File: src/rtl/debug_unit_ctrl.sv
// debug_unit_ctrl: MIPS debug unit controller.
// Decodes UART command bytes, assembles program bytes into 32-bit instruction
// memory writes, and sequences the CPU in continuous-run or single-step mode.
// Optional build macro: DEBUG_UNIT_CTRL_ECHO_EN enables the UART echo path;
// without it o_tx_start/o_tx_data are tied low.
module debug_unit_ctrl #(
    parameter int unsigned MEM_INST_SIZE = 64,
    parameter logic [31:0] HALT_WORD     = 32'hFFFF_FFFF
) (
    input  logic        i_clk,
    input  logic        i_reset,
    input  logic [7:0]  i_rx_data,
    input  logic        i_rx_done,
    input  logic        i_cpu_halt,
    output logic        o_imem_we,
    output logic [31:0] o_imem_addr,
    output logic [31:0] o_imem_data,
    output logic        o_cpu_en,
    output logic        o_cpu_rst,
    output logic        o_load_done,
    output logic [2:0]  o_state,
    output logic        o_tx_start,
    output logic [7:0]  o_tx_data
);

    typedef enum logic [2:0] {
        StIdle = 3'd0,
        StLoad = 3'd1,
        StRun  = 3'd2,
        StStep = 3'd3,
        StDone = 3'd4
    } state_e;

    localparam logic [7:0]  CmdLoad  = 8'h4C;
    localparam logic [7:0]  CmdRun   = 8'h52;
    localparam logic [7:0]  CmdStep  = 8'h53;
    localparam logic [7:0]  CmdNext  = 8'h4E;
    // Byte address of the last instruction word; a write here ends the load.
    localparam logic [31:0] LastAddr = 32'(4 * (MEM_INST_SIZE - 1));

    state_e      state_q, state_d;
    logic [1:0]  byte_cnt_q, byte_cnt_d;
    // Only the first three bytes need storing; the fourth comes straight off i_rx_data.
    logic [23:0] word_q, word_d;
    logic [31:0] addr_q, addr_d;
    logic        imem_we_q, imem_we_d;
    logic [31:0] imem_addr_q, imem_addr_d;
    logic [31:0] imem_data_q, imem_data_d;
    logic        cpu_rst_q, cpu_rst_d;
    logic        load_done_q, load_done_d;
    logic        step_pulse_q, step_pulse_d;

    logic [31:0] full_word;
    logic        cmd_state;
    logic        cmd_load;
    logic        word_wr;
    logic        load_end;
    logic        step_fire;

    // Decode byte-level events from the current state and the received byte.
    always_comb begin
        full_word = {word_q, i_rx_data};
        cmd_state = (state_q == StIdle) || (state_q == StDone);
        cmd_load  = i_rx_done && cmd_state && (i_rx_data == CmdLoad);
        word_wr   = i_rx_done && (state_q == StLoad) && (byte_cnt_q == 2'd3);
        load_end  = word_wr && ((full_word == HALT_WORD) || (addr_q == LastAddr));
        // Halt has priority over a coincident 'N'.
        step_fire = i_rx_done && (state_q == StStep) && (i_rx_data == CmdNext) && !i_cpu_halt;
    end

    // FSM state register.
    always_ff @(posedge i_clk or posedge i_reset) begin
        if (i_reset) begin
            state_q <= StIdle;
        end else begin
            state_q <= state_d;
        end
    end

    // FSM next-state logic.
    always_comb begin
        state_d = state_q;
        unique case (state_q)
            StIdle: begin
                if (i_rx_done) begin
                    if (i_rx_data == CmdLoad) begin
                        state_d = StLoad;
                    end else if (i_rx_data == CmdRun) begin
                        state_d = StRun;
                    end else if (i_rx_data == CmdStep) begin
                        state_d = StStep;
                    end
                end
            end
            StLoad: begin
                if (load_end) begin
                    state_d = StIdle;
                end
            end
            StRun: begin
                if (i_cpu_halt) begin
                    state_d = StDone;
                end
            end
            StStep: begin
                if (i_cpu_halt) begin
                    state_d = StDone;
                end
            end
            StDone: begin
                // Only a reload leaves DONE.
                if (cmd_load) begin
                    state_d = StLoad;
                end
            end
            default: state_d = StIdle;
        endcase
    end

    // Load datapath and single-cycle pulse generation.
    always_comb begin
        byte_cnt_d   = byte_cnt_q;
        word_d       = word_q;
        addr_d       = addr_q;
        imem_we_d    = 1'b0;
        imem_addr_d  = imem_addr_q;
        imem_data_d  = imem_data_q;
        cpu_rst_d    = 1'b0;
        load_done_d  = 1'b0;
        step_pulse_d = step_fire;

        if (cmd_load) begin
            byte_cnt_d = 2'd0;
            word_d     = 24'd0;
            addr_d     = 32'd0;
            cpu_rst_d  = 1'b1;
        end else if (i_rx_done && (state_q == StLoad)) begin
            word_d     = full_word[23:0];
            byte_cnt_d = byte_cnt_q + 2'd1;
            if (word_wr) begin
                imem_we_d   = 1'b1;
                imem_addr_d = addr_q;
                imem_data_d = full_word;
                load_done_d = load_end;
                // Hold at the last word so the address never wraps.
                if (addr_q != LastAddr) begin
                    addr_d = addr_q + 32'd4;
                end
            end
        end
    end

    // Datapath and pulse registers.
    always_ff @(posedge i_clk or posedge i_reset) begin
        if (i_reset) begin
            byte_cnt_q   <= 2'd0;
            word_q       <= 24'd0;
            addr_q       <= 32'd0;
            imem_we_q    <= 1'b0;
            imem_addr_q  <= 32'd0;
            imem_data_q  <= 32'd0;
            cpu_rst_q    <= 1'b0;
            load_done_q  <= 1'b0;
            step_pulse_q <= 1'b0;
        end else begin
            byte_cnt_q   <= byte_cnt_d;
            word_q       <= word_d;
            addr_q       <= addr_d;
            imem_we_q    <= imem_we_d;
            imem_addr_q  <= imem_addr_d;
            imem_data_q  <= imem_data_d;
            cpu_rst_q    <= cpu_rst_d;
            load_done_q  <= load_done_d;
            step_pulse_q <= step_pulse_d;
        end
    end

    // FSM outputs.
    always_comb begin
        o_state     = state_q;
        o_cpu_en    = (state_q == StRun) || step_pulse_q;
        o_cpu_rst   = cpu_rst_q;
        o_load_done = load_done_q;
        o_imem_we   = imem_we_q;
        o_imem_addr = imem_addr_q;
        o_imem_data = imem_data_q;
    end

`ifdef DEBUG_UNIT_CTRL_ECHO_EN
    logic       tx_start_q, tx_start_d;
    logic [7:0] tx_data_q, tx_data_d;

    // Echo command bytes, and the low byte of each written word.
    always_comb begin
        tx_start_d = 1'b0;
        tx_data_d  = tx_data_q;
        if (i_rx_done && (cmd_state || (state_q == StStep))) begin
            tx_start_d = 1'b1;
            tx_data_d  = i_rx_data;
        end else if (word_wr) begin
            tx_start_d = 1'b1;
            tx_data_d  = full_word[7:0];
        end
    end

    // Echo registers.
    always_ff @(posedge i_clk or posedge i_reset) begin
        if (i_reset) begin
            tx_start_q <= 1'b0;
            tx_data_q  <= 8'd0;
        end else begin
            tx_start_q <= tx_start_d;
            tx_data_q  <= tx_data_d;
        end
    end

    assign o_tx_start = tx_start_q;
    assign o_tx_data  = tx_data_q;
`else
    assign o_tx_start = 1'b0;
    assign o_tx_data  = 8'd0;
`endif

endmodule

File: config.mk
export PLATFORM = sky130hd
export DESIGN_NAME = debug_unit_ctrl
export DESIGN_NICKNAME = d
export VERILOG_FILES = /design/src/rtl/debug_unit_ctrl.sv
export SDC_FILE = /design/constraint.sdc
export NUM_CORES = 1
export LEC_CHECK = 0
export CORE_UTILIZATION = 25
export CTS_CLUSTER_SIZE = 20
export DETAILED_ROUTE_END_ITERATION = 12
export PLACE_DENSITY_LB_ADDON = 0.1
export SLEW_MARGIN = 20
export SYNTH_ARGS = -nofsm -noshare
export SYNTH_HDL_FRONTEND = slang
export SYNTH_SLANG_ARGS = --single-unit
File: constraint.sdc
create_clock -name i_clk -period 8.95 [get_ports i_clk]
set_input_delay 2.685 -clock i_clk [delete_from_list [all_inputs] [get_ports i_clk]]
set_output_delay 2.685 -clock i_clk [all_outputs]
set_load 0.02 [all_outputs]
==> metrics.csv, run 1 <==
stage,metric,value,unit
status,status,finished clean,
placed_design,hpwl dp,9290,um
layout,ANT cells,0,
floorplan,Die X,150,um
worst_setup_path,Worst setup SP type,input port,
timing,# setup viols final,0,
drt,Routed Antenna Nets,0,
cts,Root Driver,clkbuf_16,
timing,Tcrit/Tclk final,59.0,%
layout,FF+latch area,0.00313,sq mm
global_routing,vias in the first global route,4454,
synthesis,Synth Flop Type,dfrtp_1,
timing,Setup TNS,0,ns
synthesis,Synth area leaders,"dfrtp_1 (57%), nand2_1 (17%), a21oi_1 (2.6%), nand4_1 (2.3%), xor2_1 (2.1%)",
cts,TritonCTS clock tree,done,
placed_design,GPL Wtd Cong,0.784,
timing,Max Fclk,190,MHz
cts,# resized after CTS,0,
worst_setup_path,Worst Path Max Fanout,50,
floorplan,Vert. Die Dim,150,um
drt,via count,4413,
cts,H-tree Lvls,4,
layout,"most common cell after layout, fill and taps aside",nand2_1,
synthesis,Post-synth EDFFs,0,
synthesis,Syn. warnings,0,
cts,"Hold-fix buffers, CTS",0,
drt,DR iter-0 viols,302,
layout,final net count,695,
synthesis,Seq cells post-synth,125,
timing,Slew HR,33.7,%
worst_setup_path,WP data required,9.25,ns
layout,Filler cells,2218,
global_routing,global-route wire length before repair,24100,um
timing,Final Max Slew Viols,0,
power,Power Density,180,mW/mm^2
synthesis,Netlist cell types,48,
floorplan,standard-cell row count,53,
cts,TritonCTS buffer count,17,
floorplan,IO Pins,92,
power,Pwr Total,0.00127,W
cts,Clock Sinks,125,
job,max_cap viols,0,
synthesis,largest area contributor in the netlist,dfrtp_1,
drt,DRC viols,0,
worst_setup_path,Crit Path Class,in2reg,
worst_setup_path,Worst path slowest cell,inv_2,
worst_setup_path,CP Capture Type,flip-flop,
synthesis,sequential area share after synthesis,57.2,%
layout,layout cells sized above 1,6.21,%
worst_setup_path,CP max stage delay,0.79,ns
cts,Post-CTS Setup Bufs,0,
layout,multi-input logic area,0.00213,sq mm
floorplan,core outline area,0.0212,sq mm
global_routing,initial antenna violation count,0,
worst_setup_path,kind of cell adding the most delay to the critical path,simple AND/OR/NAND/NOR gates,
placed_design,I/O Buffers,80,
synthesis,synthesized area,0.00547,sq mm
layout,P&R area growth vs syn,28.3,%
layout,most frequent cells in the layout,"nand2_1 (243), dfrtp_1 (125), clkdlybuf4s50_1 (80), a21oi_1 (28), nor2_1 (24)",
floorplan,die footprint,0.0225,sq mm
worst_hold_path,Min-Delay Path Class,reg2reg,
global_routing,Overflow after GRT,0,
timing,"Hold Violations, Final",0,
cts,clk buf depth,2,
timing,clock skew,0.00533,ns
worst_setup_path,CP arrival,5.57,ns
timing,worst-margin pin slew,0.985,ns
power,leakage,3.24,nW
worst_setup_path,CP Cell Sequence,clkdlybuf4s50_1 > nor3b_1 > nor3b_1 > nand2_1 > inv_2 > or4_1 > nand2_1,
timing,RSZ-0062 raised after global routing,no,
drt,wire per inst,15.1,um
power,peak supply drop,114,uV
worst_setup_path,Worst Path Buf+Inv,2,
drt,number of detailed-route iterations in the first pass,6,
synthesis,Synth top area share,57.2,%
drt,Post-Route WL,14600,um
synthesis,Gate Count Post-Synth,609,
timing,Tmin final,5.28,ns
floorplan,effective utilization at floorplan,25.8,%
global_routing,Total GRT Usage,14.0,%
drt,drt via density,4.56,
cts,"Clk Latency, worst-skew pair",0.42,ns
cts,Worst-path clk slew,0.05,ns
synthesis,Synth Area per Inst,8.99,sq um
global_routing,pin count of the biggest net entering global routing,79,
synthesis,Async SR Flop Fraction,100,%
cell type report:
type,count,share of cell area (%)
Clock buffer,22,6.76
Clock inverter,8,0.963
Inverter,13,0.749
Multi-Input combinational cell,441,30.3
Sequential cell,125,44.6
Tap cell,275,4.90
Timing Repair Buffer,83,11.8
logic make-up (layout without fill, tap and decap cells):
group	Yosys count	count (layout)	synth area share, %
simple gates	353	353	28.5
flops	125	125	57.2
compound gates	56	56	5.99
buf+inv	53	126	4.73
xor+xnor	18	18	2.88
fa+ha+maj	2	2	0.457
other cells	1	11	0.0685
mux	1	1	0.183
report_power, final:
| group | internal, W | total (W) | switching (W) |
|---|---|---|---|
| clock | 0.000397 | 0.000640 | 0.000243 |
| combinational | 0.0000143 | 0.0000441 | 0.0000298 |
| sequential | 0.000573 | 0.000582 | 0.00000951 |
| total | 0.000984 | 0.00127 | 0.000282 |
tightest hold or removal path, stage by stage (launching register included):
cell	delay [ns]
dfrtp_1	0.34
nand2_1	0.05
nand2_1	0.05
flip-flops by register name (all words and copies together), names as in the netlist:
register      flops
o_imem_we         1
o_imem_data      32
o_load_done       1
o_imem_addr      30
o_cpu_rst         1
byte_cnt_q        2
step_pulse_q      1
addr_q           30
word_q           24
o_state           3
stage by stage:
step | cells | hold WS (ns) | util, % | cell area, sq um | worst slack, ns
final | 967 | 0.469 | 33.1 | 7020 | 3.67
after detailed placement | 937 | 0.462 | 30.5 | 6470 | 3.16
after global placement | 937 | 0.461 | 30.5 | 6470 | 3.28
after floorplan | 619 | 0.460 | - | 5510 | 2.94
after global routing | 967 | 0.501 | 33.1 | 7020 | 3.36
after CTS | 967 | 0.477 | 33.1 | 7010 | 3.58
synthesized netlist by cell type, types with 2 or more instances:
library cell  number
a21oi_1           28
and3_1             2
and4_1             2
buf_1              3
buf_2              8
buf_4             11
clkbuf_1          16
dfrtp_1          125
ha_1               2
inv_1             11
inv_2              2
nand2_1          244
nand3_1           20
nand4_1           20
nand4bb_1          2
nor2_1            24
nor3_1             8
nor3b_1            2
nor4_1            13
o211ai_1           5
o21ai_0           11
o31ai_1            4
or3_1              3
or4_1              3
xnor2_1            5
xor2_1            13
final timing paths:
path	from	endpoint	slack (ns)	cells after the start
max	i_rx_data[5]	addr_q[20]	3.67	7
min	o_imem_data[21]	o_imem_data[21]	0.47	2
max reg2reg	o_state[2]	addr_q[7]	6.22	6
min reg2reg	o_imem_data[21]	o_imem_data[21]	0.47	2
max in group asynchronous	i_reset	word_q[20]	5.07	3
min in group asynchronous	i_reset	o_imem_addr[11]	2.71	2
layer usage:
| metal | wire [um] | up-vias | track usage, % |
|---|---|---|---|
| li1 | - | 2142 | - |
| met1 | 7250 | 2161 | 19.7 |
| met2 | 6600 | 90 | 20.9 |
| met3 | 493 | 20 | 2.90 |
| met4 | 246 | 0 | 5.71 |
| met5 | 0 | - | 0 |
Note: power is estimated with default switching activity, not from simulation.
==> run 2, diff against run 1 <==
- clock period: 8.95 -> 4.67 ns (I/O delays scaled with it)
==> run 2 against run 1 <==
Effect of this change:
- worst setup slack worse by 2.4 ns
- clock-buffer cell count stayed put
- final area is 2.4% higher
- clock skew is 0.0072 ns higher
- clock power is 120% higher
==> metrics.csv, run 2 (synthesis gave the netlist of run 1 again) <==
stage,metric,value,unit,change
status,status,finished clean,,
global_routing,pin count of the biggest net entering global routing,126,,+59%
power,power share of the combinational group,3.3,%,-0.2 points
cts,H-tree Lvls,4,,unchanged
timing,RSZ-0062 raised after global routing,no,,
timing,# setup viols final,0,,unchanged
worst_setup_path,Worst path slowest cell,clkdlybuf4s50_1,,
drt,Routed Antenna Nets,0,,unchanged
worst_setup_path,Crit Path Class,in2reg,,
cts,Post-CTS Setup Bufs,0,,unchanged
layout,layout cells sized above 1,7.56,%,+1.3 points
worst_setup_path,kind of cell adding the most delay to the critical path,buffers and inverters,,
layout,P&R area growth vs syn,31.3,%,
worst_setup_path,Worst Path Buf+Inv,4,,+2
power,sw frac,21.2,%,-1.0 points
timing,hold slack,0.470,ns,+0.00147 ns
timing,Tcrit/Tclk final,73.1,%,
drt,number of detailed-route iterations in the first pass,6,,unchanged
cts,Root Driver,clkbuf_16,,
layout,Largest register FFs,32,,unchanged
layout,"most common cell after layout, fill and taps aside",nand2_1,,
layout,ANT cells,0,,unchanged
timing,worst-margin pin slew,0.897,ns,-0.0878 ns
placed_design,hpwl dp,9670,um,+4.0%
global_routing,Overflow after GRT,0,,unchanged
floorplan,Vert. Die Dim,150,um,unchanged
drt,via count,4432,,+0.43%
worst_setup_path,CP Capture Type,flip-flop,,
power,Power Density,366,mW/mm^2,+100%
power,Clock Power Share,54.4,%,+3.9 points
worst_setup_path,CP Cell Sequence,clkdlybuf4s50_1 > nor3b_1 > nor3b_1 > nand2_1 > buf_4 > inv_2 > buf_4 > a21oi_1,,
timing,Slew HR,39.7,%,+6.0 points
worst_setup_path,Worst setup SP type,input port,,
power,Flop pwr share,42.3,%,-3.7 points
worst_setup_path,Worst Path Max Fanout,26,,-48%
global_routing,initial antenna violation count,0,,unchanged
cts,"Clk Latency, worst-skew pair",0.42,ns,about the same
floorplan,die footprint,0.0225,sq mm,unchanged
power,peak supply drop,190,uV,+66%
drt,drt via density,4.54,,-0.50%
worst_setup_path,WP data required,4.95,ns,-4.30 ns
drt,DRC viols,0,,unchanged
power,Int Power,0.00207,W,+110%
cts,# resized after CTS,0,,unchanged
global_routing,vias in the first global route,4527,,+1.6%
worst_hold_path,Min-Delay Path Class,reg2reg,,
timing,Max Fclk,293,MHz,
job,max_cap viols,0,,unchanged
worst_setup_path,CP arrival,3.70,ns,-1.87 ns
cts,Clock Sinks,125,,unchanged
global_routing,global-route wire length before repair,24200,um,+0.12%
placed_design,I/O Buffers,80,,unchanged
timing,Final Max Slew Viols,0,,unchanged
drt,wire per inst,14.9,um,-1.3%
cts,Worst-path clk slew,0.06,ns,about the same
floorplan,standard-cell row count,53,,unchanged
floorplan,core outline area,0.0212,sq mm,unchanged
floorplan,IO Pins,92,,unchanged
placed_design,GPL Wtd Cong,0.784,,about the same
timing,clock skew,0.0125,ns,+0.00717 ns
layout,Filler cells,2200,,-0.81%
timing,"Hold Violations, Final",0,,unchanged
power,leakage,3.32,nW,+2.4%
cts,TritonCTS clock tree,done,,
drt,Post-Route WL,14500,um,-0.40%
drt,DR iter-0 viols,277,,-8.3%
cts,TritonCTS buffer count,17,,unchanged
layout,final net count,703,,+1.2%
timing,Setup TNS,0,ns,unchanged
floorplan,Die X,150,um,unchanged
timing,Tmin final,3.41,ns,
floorplan,effective utilization at floorplan,25.8,%,unchanged
layout,most frequent cells in the layout,"nand2_1 (243), dfrtp_1 (125), clkdlybuf4s50_1 (80), a21oi_1 (28), nor2_1 (24)",,
power,Sw Pwr,0.000559,W,+98%
global_routing,Total GRT Usage,14.0,%,-0.021 points
cts,"Hold-fix buffers, CTS",0,,unchanged
worst_setup_path,CP max stage delay,0.56,ns,-0.23 ns
cts,clk buf depth,2,,unchanged
==> run 2: power by group through the flow <==
stage               Combinational [W]  Clock [W]  Sequential, W
floorplan                   0.0000552          0        0.00113
global placement            0.0000871          0        0.00113
detailed placement          0.0000879          0        0.00113
CTS                         0.0000883    0.00147        0.00112
global route                0.0000982    0.00151        0.00112
finish                      0.0000859    0.00143        0.00112
==> run 2: metrics by stage <==
step | setup slack, ns | power (W) | util, % | std cells | instance area, sq um
finish | 1.26 | 0.00263 | 33.9 | 976 | 7190
detailed placement | 0.816 | 0.00122 | 30.8 | 945 | 6550
floorplan | 1.73 | 0.00119 | - | 619 | 5510
global placement | 0.838 | 0.00122 | 30.8 | 945 | 6550
global route | 1.05 | 0.00273 | 33.9 | 976 | 7190
CTS | 1.25 | 0.00267 | 33.9 | 976 | 7190
==> run 2: worst min-delay path: stages, from the launching register on <==
cell and delay [ns]:
dfrtp_1 0.34, nand2_1 0.05, nand2_1 0.05
==> run 2: final cells by class <==
cell class | instances | area (sq um) | share of cell area, %
tap | 275 | 344 | 4.79
timing repair buffer | 91 | 896 | 12.5
clock buffer | 22 | 484 | 6.74
multi-input combinational | 441 | 2130 | 29.6
clock inverter | 9 | 158 | 2.19
inverter | 13 | 52.6 | 0.731
sequential | 125 | 3130 | 43.5
==> run 2: final timing paths <==
| kind | from | to | slack, ns | cells after the start |
|---|---|---|---|---|
| max | i_rx_data[6] | word_q[20] | 1.26 | 8 |
| min | o_imem_addr[7] | o_imem_addr[7] | 0.47 | 2 |
| max reg2reg | addr_q[8] | addr_q[5] | 2.28 | 5 |
| min reg2reg | o_imem_addr[7] | o_imem_addr[7] | 0.47 | 2 |
| max in group asynchronous | i_reset | o_state[1] | 2.63 | 3 |
| min in group asynchronous | i_reset | o_imem_addr[9] | 1.55 | 3 |
==> run 2: per-layer routing <==
metal | global-route usage (%) | wire length (um) | up-vias
li1 | - | - | 2165
met1 | 19.5 | 7240 | 2164
met2 | 20.9 | 6600 | 87
met3 | 3.60 | 519 | 16
met4 | 5.05 | 174 | 0
met5 | 0 | 0 | -
